--- src/rtl/i2s_pkg.sv ---
// Shared types and frame geometry for the I2S playback/capture path.
// Exports sample/slot types and the slot-to-bit mapping helper.
package i2s_pkg;

    localparam int SAMPLE_W      = 24;
    localparam int SLOTS_PER_CH  = 32;
    localparam int CLK_PER_BCK   = 4;
    localparam int CLK_PER_FRAME = 256;

    typedef logic [SAMPLE_W-1:0] sample_t;
    typedef logic [4:0]          slot_t;

    typedef struct packed {
        logic       hit;
        logic [4:0] pos;
    } bit_sel_t;

    // Slot 0 is the one-BCK I2S delay; slots 1..width carry MSB first.
    function automatic bit_sel_t bit_index(slot_t slot, int unsigned width);
        bit_sel_t r;
        r = '0;
        if (slot != '0 && 32'(slot) <= width) begin
            r.hit = 1'b1;
            r.pos = 5'(width - 32'(slot));
        end
        return r;
    endfunction

endpackage

--- src/rtl/i2s_tx_if.sv ---
// Sample-pair stream from the DSP datapath into the I2S transmitter.
// Ports: s_left/s_right (pair), s_valid (source), s_ready (sink).
interface i2s_tx_if #(
    parameter int DATA_W = i2s_pkg::SAMPLE_W
);

    logic [DATA_W-1:0] s_left;
    logic [DATA_W-1:0] s_right;
    logic              s_valid;
    logic              s_ready;

    modport master (
        output s_left,
        output s_right,
        output s_valid,
        input  s_ready
    );

    modport slave (
        input  s_left,
        input  s_right,
        input  s_valid,
        output s_ready
    );

endinterface

--- src/rtl/i2s_clkgen.sv ---
// Frame counter and registered BCK/LRCK, shared by both I2S directions.
// Ports: clk, reset in; bck, lrck, next slot/channel, load (cnt==255) out.
module i2s_clkgen
    import i2s_pkg::*;
(
    input  logic  clk,
    input  logic  reset,
    output logic  bck,
    output logic  lrck,
    output slot_t slot_nxt,
    output logic  chan_nxt,
    output logic  load
);

    localparam int CW = $clog2(CLK_PER_FRAME);
    localparam int BW = $clog2(CLK_PER_BCK);

    logic [CW-1:0] cnt;
    logic [CW-1:0] cnt_nxt;

    assign cnt_nxt  = cnt + 1'b1;
    assign load     = &cnt;
    // Registered outputs are fed from cnt_nxt so they track cnt exactly.
    assign slot_nxt = cnt_nxt[CW-2:BW];
    assign chan_nxt = cnt_nxt[CW-1];

    always_ff @(posedge clk or posedge reset) begin
        if (reset) begin
            cnt  <= '0;
            bck  <= 1'b0;
            lrck <= 1'b0;
        end else begin
            cnt  <= cnt_nxt;
            bck  <= cnt_nxt[BW-1];
            lrck <= cnt_nxt[CW-1];
        end
    end

endmodule

--- src/rtl/i2s_tx.sv ---
// I2S transmitter: depth-1 holding buffer, per-frame load, MSB-first dout.
// Ports: clk, reset, s (pair stream), scki/bck/lrck/dout, frame_start, underrun.
module i2s_tx
    import i2s_pkg::*;
#(
    parameter int DATA_W = SAMPLE_W
) (
    input  logic     clk,
    input  logic     reset,
    i2s_tx_if.slave  s,
    output logic     scki,
    output logic     bck,
    output logic     lrck,
    output logic     dout,
    output logic     frame_start,
    output logic     underrun
);

    logic [DATA_W-1:0] hold_l;
    logic [DATA_W-1:0] hold_r;
    logic [DATA_W-1:0] tx_l;
    logic [DATA_W-1:0] tx_r;
    logic              hold_valid;
    logic              ready;
    logic              accept;
    logic              load;
    logic              chan_nxt;
    slot_t             slot_nxt;
    bit_sel_t          sel;
    logic              dout_nxt;

    i2s_clkgen u_clkgen (
        .clk      (clk),
        .reset    (reset),
        .bck      (bck),
        .lrck     (lrck),
        .slot_nxt (slot_nxt),
        .chan_nxt (chan_nxt),
        .load     (load)
    );

    assign scki      = clk;
    // The load edge frees the buffer, so a new pair may land in the same cycle.
    assign ready     = !hold_valid || load;
    assign s.s_ready = ready;
    assign accept    = s.s_valid && ready;

    // At the load edge the next slot is 0, so the stale tx is never shown.
    always_comb begin
        sel      = bit_index(slot_nxt, DATA_W);
        dout_nxt = 1'b0;
        if (sel.hit) begin
            dout_nxt = chan_nxt ? tx_r[sel.pos] : tx_l[sel.pos];
        end
    end

    always_ff @(posedge clk or posedge reset) begin
        if (reset) begin
            hold_l      <= '0;
            hold_r      <= '0;
            hold_valid  <= 1'b0;
            tx_l        <= '0;
            tx_r        <= '0;
            dout        <= 1'b0;
            frame_start <= 1'b0;
            underrun    <= 1'b0;
        end else begin
            dout        <= dout_nxt;
            frame_start <= load;
            underrun    <= load && !hold_valid;
            if (load) begin
                tx_l       <= hold_valid ? hold_l : '0;
                tx_r       <= hold_valid ? hold_r : '0;
                hold_valid <= accept;
            end else if (accept) begin
                hold_valid <= 1'b1;
            end
            if (accept) begin
                hold_l <= s.s_left;
                hold_r <= s.s_right;
            end
        end
    end

endmodule

--- src/flat_wrapper.sv ---
// flat-port wrapper written by rule: the top's interface ports become plain ports
module i2s_tx_flat import i2s_pkg::*;
#(
    parameter int DATA_W = SAMPLE_W
)
  (clk, reset, scki, bck, lrck, dout, frame_start, underrun, s_s_left, s_s_right, s_s_valid, s_s_ready);
  i2s_tx_if #(.DATA_W(DATA_W)) s_i ();
  input  logic clk;
  input  logic reset;
  output logic scki;
  output logic bck;
  output logic lrck;
  output logic dout;
  output logic frame_start;
  output logic underrun;
  input wire logic [$bits(s_i.s_left)-1:0] s_s_left;
  input wire logic [$bits(s_i.s_right)-1:0] s_s_right;
  input wire logic [$bits(s_i.s_valid)-1:0] s_s_valid;
  output wire logic [$bits(s_i.s_ready)-1:0] s_s_ready;
  assign s_i.s_left = s_s_left;
  assign s_i.s_right = s_s_right;
  assign s_i.s_valid = s_s_valid;
  assign s_s_ready = s_i.s_ready;
  i2s_tx #(.DATA_W(DATA_W)) u_core (.clk(clk), .reset(reset), .s(s_i), .scki(scki), .bck(bck), .lrck(lrck), .dout(dout), .frame_start(frame_start), .underrun(underrun));
endmodule
--- config.mk ---
export PLATFORM = sky130hd
export DESIGN_NAME = i2s_tx_flat
export DESIGN_NICKNAME = d
export VERILOG_FILES = /design/src/rtl/i2s_pkg.sv /design/src/rtl/i2s_tx_if.sv /design/src/rtl/i2s_clkgen.sv /design/src/rtl/i2s_tx.sv /design/src/flat_wrapper.sv
export SDC_FILE = /design/constraint.sdc
export NUM_CORES = 1
export LEC_CHECK = 0
export CORE_MARGIN = 10
export CORE_UTILIZATION = 45
export CTS_BUF_LIST = sky130_fd_sc_hd__clkbuf_16
export DETAILED_ROUTE_END_ITERATION = 6
export HOLD_SLACK_MARGIN = 0.05
export MAX_ROUTING_LAYER = met4
export PLACE_DENSITY = 0.69
export SLEW_MARGIN = 15
export SYNTH_ARGS = -nofsm -noshare
export SYNTH_HDL_FRONTEND = slang
export SYNTH_SLANG_ARGS = --single-unit
--- constraint.sdc ---
create_clock -name clk -period 3.2 [get_ports clk]
set_clock_uncertainty 0.1 [all_clocks]
set_input_delay 0.48 -clock clk [delete_from_list [all_inputs] [get_ports clk]]
set_output_delay 0.48 -clock clk [all_outputs]
set_load 0.1 [all_outputs]
Word level (Yosys, flattened, before mapping)
Cells that the tools add are included.
{"block": "totals", "reg_bits": 110, "input_bits": 51, "out_inout_bits": 7, "word_cells": 34}
{"block": "classes", "addsub": 2, "magnitude_cmp": 2, "mux": 11, "reduce_logical": 8}
{"cell": "24-bit 2-to-1 mux", "n": 2}
{"cell": "1-bit binary-select mux with 5-bit select", "n": 2}
{"cell": "8-bit by 1-bit adder with 8-bit output, second input constant", "n": 1}
{"cell": "8-bit AND reduction", "n": 1}
{"cell": "5-bit by 6-bit less-than comparator with 1-bit output, second input constant", "n": 1}
{"cell": "1-bit 2-to-1 mux", "n": 6}
{"cell": "6-bit 2-to-1 mux", "n": 1}
{"cell": "5-bit less-or-equal comparator, second input constant", "n": 1}
{"cell": "5-bit nonzero test", "n": 1}
{"cell": "5-bit subtractor, first input constant", "n": 1}
{"cell": "1-bit logical AND", "n": 3}
{"cell": "2-bit nonzero test", "n": 1}
{"cell": "1-bit zero test", "n": 1}
{"cell": "1-bit logical OR", "n": 1}

Logic depth before layout (Yosys ltp)
{"block": "logic_depth", "ltp_word": 8, "depth_mapped": 14, "depth_no_buf": 11}

Hierarchy
A second synthesis with hierarchy kept.
{"block": "unflattened", "hier_cells": 441, "hier_area_um2": 4825.9}
{"mod": "i2s_tx", "instances": 1, "cells_each": 409, "area_per_inst_um2": 4460.5, "seq_area_each_um2": 2502.4}
{"mod": "i2s_clkgen", "instances": 1, "cells_each": 32, "area_per_inst_um2": 365.4, "seq_area_each_um2": 200.2}

==> results.json <==
{
  "outcome": "complete, no violations",
  "syn_area_per_cell_um2": 10.8,
  "fin_util_pct": 57.5,
  "swShare_pct": 23.6,
  "seqCellArea_um2": 2700,
  "power_leakage_nw": 3.00,
  "synth_cells": 445,
  "whs_ns": 0.369,
  "tritoncts": "done",
  "dominantRegCellSynth": "dfrtp_1",
  "internal_power_w": 0.00221,
  "cts_setup_buffers": 0,
  "final_nets": 549,
  "start_util_pct": 46.5,
  "drcViolationCount": 0,
  "place_hpwl_um": 7000,
  "clk_latency_ns": 0.46,
  "asyncSetResetFlopFracSynth_pct": 100,
  "grt_usage_pct": 14.6,
  "netlist_area_um2": 4830,
  "ys_warn_count": 0,
  "reg2reg_depth": 12,
  "ioPinCount": 58,
  "globalplace.congestion": 0.913,
  "dr.first_iter.drc_count": 190,
  "p_switching_w": 0.000684,
  "antenna_left": 0,
  "ys_ff_latch": 108,
  "antenna_found_initial": 0,
  "num_vias": 3385,
  "tns_ns": 0,
  "crit_fanout": 2,
  "ys_seq_area_share_pct": 56.0,
  "fillCellCount": 885,
  "endpoint_kind": "output port",
  "syn_to_final_growth_pct": 23.5,
  "power.share.clock_pct": 49.8,
  "die-area_um2": 15300,
  "p_comb_share_pct": 3.1,
  "hp-class": "primary input to asynchronous set/reset pin",
  "timing.final.max_slew_violations": 0,
  "via_per_inst": 5.31,
  "worst_ir_drop_vdd_mv": 0.590,
  "layout-drive-gt1-share_pct": 21.2,
  "path_clk_slew_ns": 0.07,
  "die_w_um": 124,
  "worstSetupPathType": "clock port to output port",
  "cap_viol_max_count": 0,
  "cp.required_ns": 2.62,
  "antennaDiodeCount": 0,
  "setup_viol": 0,
  "die_y_um": 124,
  "wl_um": 10300,
  "grt_pass1_wl_um": 16900,
  "cp.arrival_ns": 2.43,
  "relSlewSlack_pct": 36.6,
  "fp.coreArea_um2": 10400,
  "io_buffer_count": 57,
  "grt_pass1_vias": 3481,
  "rsz0062_at_grt": "no",
  "synth-edff-count": 0,
  "final-hold-violation-count": 0,
  "synth.distinct_cells": 47,
  "grt_max_degree": 79,
  "rows": 37,
  "tightest_slew_ns": 0.955,
  "start_kind": "clock port",
  "multi_input_area_um2": 1980,
  "dr.pass1.iters": 5,
  "grt_overflow_total": 0,
  "final_area_um2": 5960,
  "syn_nets": 498,
  "seq_power_share_pct": 47.1,
  "power_density_nw_per_um2": 486,
  "wl_per_cell_um": 16.1,
  "placed_cell_area_um2": 5550
}
==> placed cells by master, fill, tap and decap left out, types with 2 or more instances in the layout <==
| cell | instances |
|---|---|
| xnor2_1 | 4 |
| clkinvlp_4 | 2 |
| o21ai_0 | 9 |
| buf_4 | 12 |
| xor2_1 | 5 |
| dfrtp_1 | 107 |
| nor2_1 | 5 |
| mux2i_1 | 14 |
| nand2_1 | 107 |
| inv_1 | 9 |
| clkdlybuf4s50_1 | 50 |
| a21oi_1 | 8 |
| clkbuf_16 | 12 |
| mux4_2 | 2 |
| buf_12 | 4 |
| and4_1 | 2 |
| o221ai_1 | 3 |
| nand3_1 | 49 |
| nor3_1 | 3 |
| nand3_2 | 2 |
| mux2_2 | 52 |
| and3_1 | 3 |
==> state kept, by name, indices dropped and copies added (netlist names) <==
name and count:
u_core.hold_r 24, u_core.dout 1, u_core.u_clkgen.cnt 8, u_core.frame_start 1
u_core.tx_l 24, u_core.hold_l 24, u_core.hold_valid 1, u_core.underrun 1
u_core.tx_r 24
==> power groups by stage <==
stage          clock (W)  sequential (W)  combinational [W]
2_1_floorplan   0.000118         0.00139          0.0000210
3_3_place_gp    0.000123         0.00139          0.0000911
3_5_place_dp    0.000123         0.00139          0.0000924
4_1_cts          0.00147         0.00136          0.0000927
5_1_grt          0.00153         0.00136          0.0000993
6_report         0.00144         0.00136          0.0000893
==> per-stage QoR <==
stage / instances / power, W / setup WS, ns
floorplan: 445 / 0.00153 / -0.409
global placement: 618 / 0.00160 / 0.0804
detailed placement: 618 / 0.00161 / 0.0804
CTS: 637 / 0.00292 / 0.100
global route: 637 / 0.00299 / 0.0560
finish: 637 / 0.00289 / 0.192
==> per-layer routing <==
metal,vias to the layer above,global-route usage [%],share of wire [%]
li1,1620,-,-
met1,1660,18.1,46
met2,86,21.7,47
met3,19,4.06,4.3
met4,0,6.70,2.0
met5,-,-,0
==> final cells by class <==
class                      count  share of cell area [%]
tap                          136                    2.85
clock inverter                 7                    1.45
clock buffer                  13                    5.18
multi-input combinational    296                    33.2
sequential                   108                    45.4
timing repair buffer          66                    11.2
inverter                      11                   0.756
==> cells by family after synthesis <==
family | share of synthesized area (%)
buffers and inverters | 3.97
AO/OA/AOI/OAI | 4.77
flip-flops | 56.0
AND/OR/NAND/NOR | 17.1
multiplexers | 16.0
XOR/XNOR | 1.63
adder cells (fa/ha/maj) | 0.518
==> worst paths after layout <==
| check | from | slack (ns) | endpoint |
|---|---|---|---|
| max in group asynchronous | reset | 1.81 | u_core.tx_l[8] |
| setup / recovery | clk | 0.19 | scki |
| setup reg to reg | u_core.u_clkgen.cnt[1] | 0.23 | u_core.dout |
| min in group clk | u_core.tx_l[11] | 0.37 | u_core.tx_l[11] |
| hold reg to reg | u_core.tx_l[11] | 0.37 | u_core.tx_l[11] |
| hold / removal | reset | 0.37 | u_core.hold_r[21] |
==> synthesized netlist by cell type, drive strengths merged, types with 2 or more instances <==
cell type,n,share of area (%)
nand2,109,8.5
clkbuf,20,1.6
nor3,3,0.31
mux2i,14,2.9
and2,2,0.26
nor2,6,0.62
and4,2,0.36
inv,11,0.86
xnor2,4,0.73
dfrtp,108,56
and3,4,0.54
buf,10,1.6
a21oi,8,0.83
ha,2,0.52
o21ai,10,1.0
mux4,2,0.93
nor4,2,0.39
o221ai,3,0.54
nand3,51,5.4
mux2,52,12
xor2,5,0.91
==> critical path, cell delays in order <==
cell and delay, ns:
clkbuf_16 0.12, clkbuf_16 0.12, dlygate4sd2_1 0.58
==> timing repair <==
action / 4_1_cts / 5_1_grt
endpoints found under the setup margin: 1 / 1
gates resized for setup: 1 / 6
hold buffers: 0 / 0
Power figures use the tool's default switching activity.
